### src/rtl/fetch_req_ctrl_if.sv
// fetch_req_ctrl_if: request/response bus between the fetch unit and the instruction memory
// Signals: mem_req_valid/mem_req_ready/mem_addr carry the request;
// mem_rsp_valid/mem_rsp_data carry the response.
// The master modport is the fetch side and the slave modport is the memory side.
interface fetch_req_ctrl_if #(
  parameter int XLEN = 64,
  parameter int ILEN = 32
);
  logic            mem_req_valid;
  logic            mem_req_ready;
  logic [XLEN-1:0] mem_addr;
  logic            mem_rsp_valid;
  logic [ILEN-1:0] mem_rsp_data;
  modport master (output mem_req_valid, mem_addr, input mem_req_ready, mem_rsp_valid, mem_rsp_data);
  modport slave (input mem_req_valid, mem_addr, output mem_req_ready, mem_rsp_valid, mem_rsp_data);
endinterface

### src/rtl/fetch_req_ctrl.sv
// fetch_req_ctrl: one-at-a-time instruction fetch from a variable-latency memory into IF/ID
// Ports: clock / reset_n (async, active-low); pc_addr in and pc_stall out for the PC register.
// flush (redirect) and id_stall come from the pipeline; mem is the memory bus (master side).
// instr_valid, instr, instr_pc and fetch_fault feed the IF/ID register.
// Optional: define FETCH_MISALIGN_EN to turn misaligned PCs into a faulting bubble
// instead of a memory request.
module fetch_req_ctrl #(
  parameter int XLEN = 64,
  parameter int ILEN = 32,
  parameter logic [ILEN-1:0] BUBBLE_INSTR = 32'h00000013
) (
  input  logic                clock,
  input  logic                reset_n,
  input  logic [XLEN-1:0]     pc_addr,
  input  logic                flush,
  input  logic                id_stall,
  output logic                pc_stall,
  fetch_req_ctrl_if.master    mem,
  output logic                instr_valid,
  output logic [ILEN-1:0]     instr,
  output logic [XLEN-1:0]     instr_pc,
  output logic                fetch_fault
);
  typedef enum logic [2:0] {IDLE, REQ, WAIT, HOLD, DRAIN} state_t;
  state_t state, state_nxt;
  logic [ILEN-1:0] skid_data, dlv_data;
  logic [XLEN-1:0] skid_pc, dlv_pc;
  logic slot_free, misalign, deliver, issue, capture;
  assign slot_free = !instr_valid || !id_stall;
`ifdef FETCH_MISALIGN_EN
  assign misalign = state == IDLE && pc_addr[1:0] != 2'b00;
`else
  assign misalign = 1'b0;
`endif
  assign pc_stall = !(flush || deliver);
  always_ff @(posedge clock or negedge reset_n)
    if (!reset_n) state <= IDLE;
    else state <= state_nxt;
  // A misaligned PC never leaves IDLE: it either delivers its bubble or waits for a free slot.
  always_comb begin
    state_nxt = state;
    case (state)
      IDLE:    state_nxt = (flush || misalign) ? IDLE : REQ;
      REQ:     state_nxt = mem.mem_req_ready ? (flush ? DRAIN : WAIT) : (flush ? IDLE : REQ);
      WAIT:    state_nxt = flush ? (mem.mem_rsp_valid ? IDLE : DRAIN) :
                           !mem.mem_rsp_valid ? WAIT : slot_free ? IDLE : HOLD;
      HOLD:    state_nxt = (flush || slot_free) ? IDLE : HOLD;
      DRAIN:   state_nxt = mem.mem_rsp_valid ? IDLE : DRAIN;
      default: state_nxt = IDLE;
    endcase
  end
  always_comb begin
    issue    = state == IDLE && !flush && !misalign;
    capture  = state == WAIT && !flush && mem.mem_rsp_valid && !slot_free;
    deliver  = !flush && slot_free && (misalign || state == HOLD || (state == WAIT && mem.mem_rsp_valid));
    dlv_data = state == HOLD ? skid_data : misalign ? BUBBLE_INSTR : mem.mem_rsp_data;
    dlv_pc   = state == HOLD ? skid_pc : misalign ? pc_addr : mem.mem_addr;
  end
  always_ff @(posedge clock or negedge reset_n)
    if (!reset_n) begin
      mem.mem_req_valid <= 1'b0;
      mem.mem_addr      <= '0;
      skid_data         <= '0;
      skid_pc           <= '0;
      instr_valid       <= 1'b0;
      instr             <= BUBBLE_INSTR;
      instr_pc          <= '0;
      fetch_fault       <= 1'b0;
    end else begin
      if (issue) begin
        mem.mem_req_valid <= 1'b1;
        mem.mem_addr      <= pc_addr;
      end else if (state == REQ && (mem.mem_req_ready || flush)) mem.mem_req_valid <= 1'b0;
      if (capture) begin
        skid_data <= mem.mem_rsp_data;
        skid_pc   <= mem.mem_addr;
      end
      if (flush) begin
        instr_valid <= 1'b0;
        instr       <= BUBBLE_INSTR;
        fetch_fault <= 1'b0;
      end else if (deliver) begin
        instr_valid <= 1'b1;
        instr       <= dlv_data;
        instr_pc    <= dlv_pc;
        fetch_fault <= misalign;
      end else if (!id_stall) begin
        instr_valid <= 1'b0;
        instr       <= BUBBLE_INSTR;
      end
    end
endmodule

### src/flat_wrapper.sv
// flat-port wrapper written by rule: the top's interface ports become plain ports
module fetch_req_ctrl_flat 
#(
  parameter int XLEN = 64,
  parameter int ILEN = 32,
  parameter logic [ILEN-1:0] BUBBLE_INSTR = 32'h00000013
)
  (clock, reset_n, pc_addr, flush, id_stall, pc_stall, instr_valid, instr, instr_pc, fetch_fault, mem_mem_req_valid, mem_mem_addr, mem_mem_req_ready, mem_mem_rsp_valid, mem_mem_rsp_data);
  fetch_req_ctrl_if #(.XLEN(XLEN), .ILEN(ILEN)) mem_i ();
  input  logic clock;
  input  logic reset_n;
  input  logic [XLEN-1:0] pc_addr;
  input  logic flush;
  input  logic id_stall;
  output logic pc_stall;
  output logic instr_valid;
  output logic [ILEN-1:0] instr;
  output logic [XLEN-1:0] instr_pc;
  output logic fetch_fault;
  output wire logic [$bits(mem_i.mem_req_valid)-1:0] mem_mem_req_valid;
  output wire logic [$bits(mem_i.mem_addr)-1:0] mem_mem_addr;
  input wire logic [$bits(mem_i.mem_req_ready)-1:0] mem_mem_req_ready;
  input wire logic [$bits(mem_i.mem_rsp_valid)-1:0] mem_mem_rsp_valid;
  input wire logic [$bits(mem_i.mem_rsp_data)-1:0] mem_mem_rsp_data;
  assign mem_mem_req_valid = mem_i.mem_req_valid;
  assign mem_mem_addr = mem_i.mem_addr;
  assign mem_i.mem_req_ready = mem_mem_req_ready;
  assign mem_i.mem_rsp_valid = mem_mem_rsp_valid;
  assign mem_i.mem_rsp_data = mem_mem_rsp_data;
  fetch_req_ctrl #(.XLEN(XLEN), .ILEN(ILEN), .BUBBLE_INSTR(BUBBLE_INSTR)) u_core (.clock(clock), .reset_n(reset_n), .pc_addr(pc_addr), .flush(flush), .id_stall(id_stall), .pc_stall(pc_stall), .mem(mem_i), .instr_valid(instr_valid), .instr(instr), .instr_pc(instr_pc), .fetch_fault(fetch_fault));
endmodule
### config.mk
export PLATFORM = sky130hd
export DESIGN_NAME = fetch_req_ctrl_flat
export DESIGN_NICKNAME = d
export VERILOG_FILES = /design/src/rtl/fetch_req_ctrl_if.sv /design/src/rtl/fetch_req_ctrl.sv /design/src/flat_wrapper.sv
export SDC_FILE = /design/constraint.sdc
export NUM_CORES = 1
export LEC_CHECK = 0
export CORE_AREA = 2 2 192 194
export DETAILED_ROUTE_END_ITERATION = 6
export DIE_AREA = 0 0 194 196
export GPL_TIMING_DRIVEN = 1
export PLACE_DENSITY = 0.59
export SKIP_LAST_GASP = 1
export SYNTH_ARGS = -nofsm -noshare
export SYNTH_HDL_FRONTEND = slang
export SYNTH_SLANG_ARGS = --single-unit
### constraint.sdc
create_clock -name clock -period 1.9 [get_ports clock]
set_input_delay 0.285 -clock clock [delete_from_list [all_inputs] [get_ports clock]]
set_output_delay 0.285 -clock clock [all_outputs]
set_load 0.01 [all_outputs]
==> results of run 1 <==
## cell type report
| cell class | instances | area share |
|---|---|---|
| sequential | 261 | 0.4205 |
| tap | 468 | 0.03768 |
| inverter | 2 | 0.0004830 |
| clock buffer | 40 | 0.05788 |
| multi-input combinational | 428 | 0.2489 |
| clock inverter | 17 | 0.01312 |
| timing repair buffer | 330 | 0.2212 |
| antenna | 1 | 0.0001610 |
## timing repair
item | 4_1_cts | 5_1_grt
endpoints found under the setup margin | 5 | 164
hold buffers | 1 | 0
buffers inserted | 3 | 3
pin swaps | 1 | 1
endpoints found under the hold margin | 179 | 0
gates resized for setup | 11 | 17
gates cloned | 0 | 5
## final timing paths
check | endpoint | slack, ns | cells past startpoint
min in group clock | u_core.mem.mem_addr[36] | 0.33 | 2
min | u_core.mem.mem_addr[28] | 0.17 | 2
max | u_core.skid_pc[31] | -0.07 | 6
max reg2reg | u_core.skid_pc[31] | -0.07 | 6
max in group asynchronous | u_core.mem.mem_addr[5] | 1.01 | 4
min reg2reg | u_core.skid_data[18] | 0.48 | 1
## flip-flops by register name (all words and copies together) (netlist names)
name,cells
u_core.state,3
u_core.instr,32
u_core.skid_data,32
u_core.instr_valid,1
u_core.skid_pc,64
u_core.mem.mem_addr,64
u_core.instr_pc,64
u_core.mem.mem_req_valid,1
## metrics by stage
stage	total power (W)	hold slack, ns	std cells	setup slack (ns)	instance area [sq um]
after floorplan	0.009639	-0.01059	755	-0.003905	10660
after global placement	0.01302	0.1512	1477	-0.3958	14200
after detailed placement	0.01306	0.1547	1477	-0.3666	14200
after CTS	0.01946	0.1418	1538	-0.08300	15350
after global routing	0.02018	0.1703	1547	-0.1160	15540
final	0.01916	0.1675	1547	-0.07072	15540
## cells by family after synthesis
logic type / count (synthesis)
flip-flops: 261
other: 1
buffers and inverters: 66
AO/OA/AOI/OAI: 161
multiplexers: 210
AND/OR/NAND/NOR: 56
## cell usage after synthesis
master     instances  share of area
nand2_1           31          0.011
o31ai_1            1        0.00071
a2111oi_0          1        0.00082
a2bb2oi_1         64          0.053
nor3b_1            1        0.00071
clkbuf_1          36          0.013
nand3b_1           8         0.0056
a221o_1            7         0.0066
o211ai_1           8         0.0056
nor3_1             3         0.0014
or3b_1             1        0.00082
buf_2             19         0.0089
o2bb2ai_1          1        0.00082
nor2b_1            2         0.0012
nand2b_1           2         0.0012
a21oi_1           10         0.0047
buf_1              3         0.0011
buf_6              5         0.0053
nor4_4             1         0.0020
o21ai_0            4         0.0019
nor2_2             1        0.00059
nor3_4             1         0.0015
dfstp_2            3         0.0074
a21oi_2            1        0.00082
conb_1             1        0.00035
dfrtp_1          258           0.61
and3b_1            1        0.00082
inv_1              2        0.00071
mux2i_1           50          0.047
mux2_2           110           0.12
o22ai_1           64          0.038
mux2_1            50          0.053
nor2_1             4         0.0014
buf_4              1        0.00071
## critical path: stages, from the launching register on
cell	delay, ns
dfrtp_1	0.39
or3b_4	0.42
buf_4	0.16
nor3_4	0.15
buf_6	0.21
buf_12	0.17
mux2_2	0.34
## report_power, final
| part | total, W | internal (W) | switching (W) |
|---|---|---|---|
| registers | 0.00763 | 0.00672 | 0.000913 |
| clock network | 0.00624 | 0.00387 | 0.00237 |
| logic | 0.00530 | 0.00325 | 0.00205 |
| total | 0.0192 | 0.0138 | 0.00533 |
## metal layers
metal	vias to the layer above	share of wire	global-route usage
met5	-	0.00044	0
met4	2	0.015	0.03311
met3	36	0.061	0.03954
met2	191	0.46	0.2340
met1	3879	0.46	0.2063
li1	3432	-	-
==> metrics, run 1 <==
Compound-Gate Fraction of Synth Area=0.1122; Hold Crit Class=input port to asynchronous set/reset pin; Critical Path AT=2.40 ns; clk buf depth=3; status=finished, violations left; Total Wirelength=29650 um; post-layout util=0.4307; number of fill cells=~3400; Yosys reg bits=between 200 and 300; period utilization=1.037; later-pin clock latency in the skew report=0.55 ns; final weighted congestion in routability-driven placement=0.7506; Critical path origin=u_core.state[2]; Port Buffers=approximately 260; area of the multi-input gates=3869 sq um; Initial Utilization=0.2951; maximum VDD drop=roughly 0.64 mV; Synth warnings=0; die area=38020 sq um; Residual DRC=0; Post-DRT Antenna Nets=0; setup ws final=-0.07072 ns; register area=6536 sq um; startpoint types=flop; share of layout cells above drive strength 1=0.2384; post-synthesis mux area share=0.2162; row count=70; Fmax achieved=just over 500 MHz; final max-slew violation count=0; P&R area growth vs syn=45.95%; largest family of logic cells by synthesized area=multiplexers; CTS tree=done; clock transition at the registers of the reported paths=0.06 ns; Post-Syn Area=~11000 sq um; Root Driver=clkbuf_16; initial antenna violation count=2; most frequent cells in the layout=clkdlybuf4s50_1, dfrtp_1, mux2_2; DRT iter0 DRCs=350; DIE HEIGHT=between 150 and 200 um; largest net degree at the start of global routing=70; # setup viols final=a little over 90; RSZ-0062 raised after global routing=true; Reg2Reg Launch Point=u_core.state[2]; WP data required=2.33 ns; post-synthesis cell type count=34; CTS sink cnt=around 260; H-tree levels=1; die width=between 150 and 200 um; max-cap viol count=0; pwr/cell area=1233 nW/um^2; Crit Path Category=flop to flop; total number of vias=7540; Final Hold Fails=0; Vias per Instance=4.874; first-pass GRT wire length=approximately 46000 um; setup tns final=-3.736 ns; post-layout min period=1.971 ns; nets=1156; adder and majority cell fraction of the synthesized area=0; Initial DRT Pass Iterations=4; violated checks=setup timing; Max FO, Critical Path=14; CP Capture Type=flop; sequential share of the synthesized area=0.6137; simple-gate portion of the synthesized area=0.02820; GRT Overall Usage=0.1488; Syn Inst Count=755; Avg Inst Size Synth=14.10 sq um; final setup skew=0.01238 ns; # IOs=266; core area=36080 sq um; Synth Area in XOR/XNOR=0; Pleak=slightly below 7 nW; CTS Buf Count=31; GRT overflow=0; vias in the first global route=7748; wire per inst=19.17 um; Post-DP HPWL=19360 um; syn_nets=857
Note: power is estimated with default switching activity, not from simulation.
==> run 2, diff against run 1 <==
SLEW_MARGIN = 20   (was unset)
==> results of run 2 <==
Same layout as run 1: the final DEF is identical, and so are final timing and power.
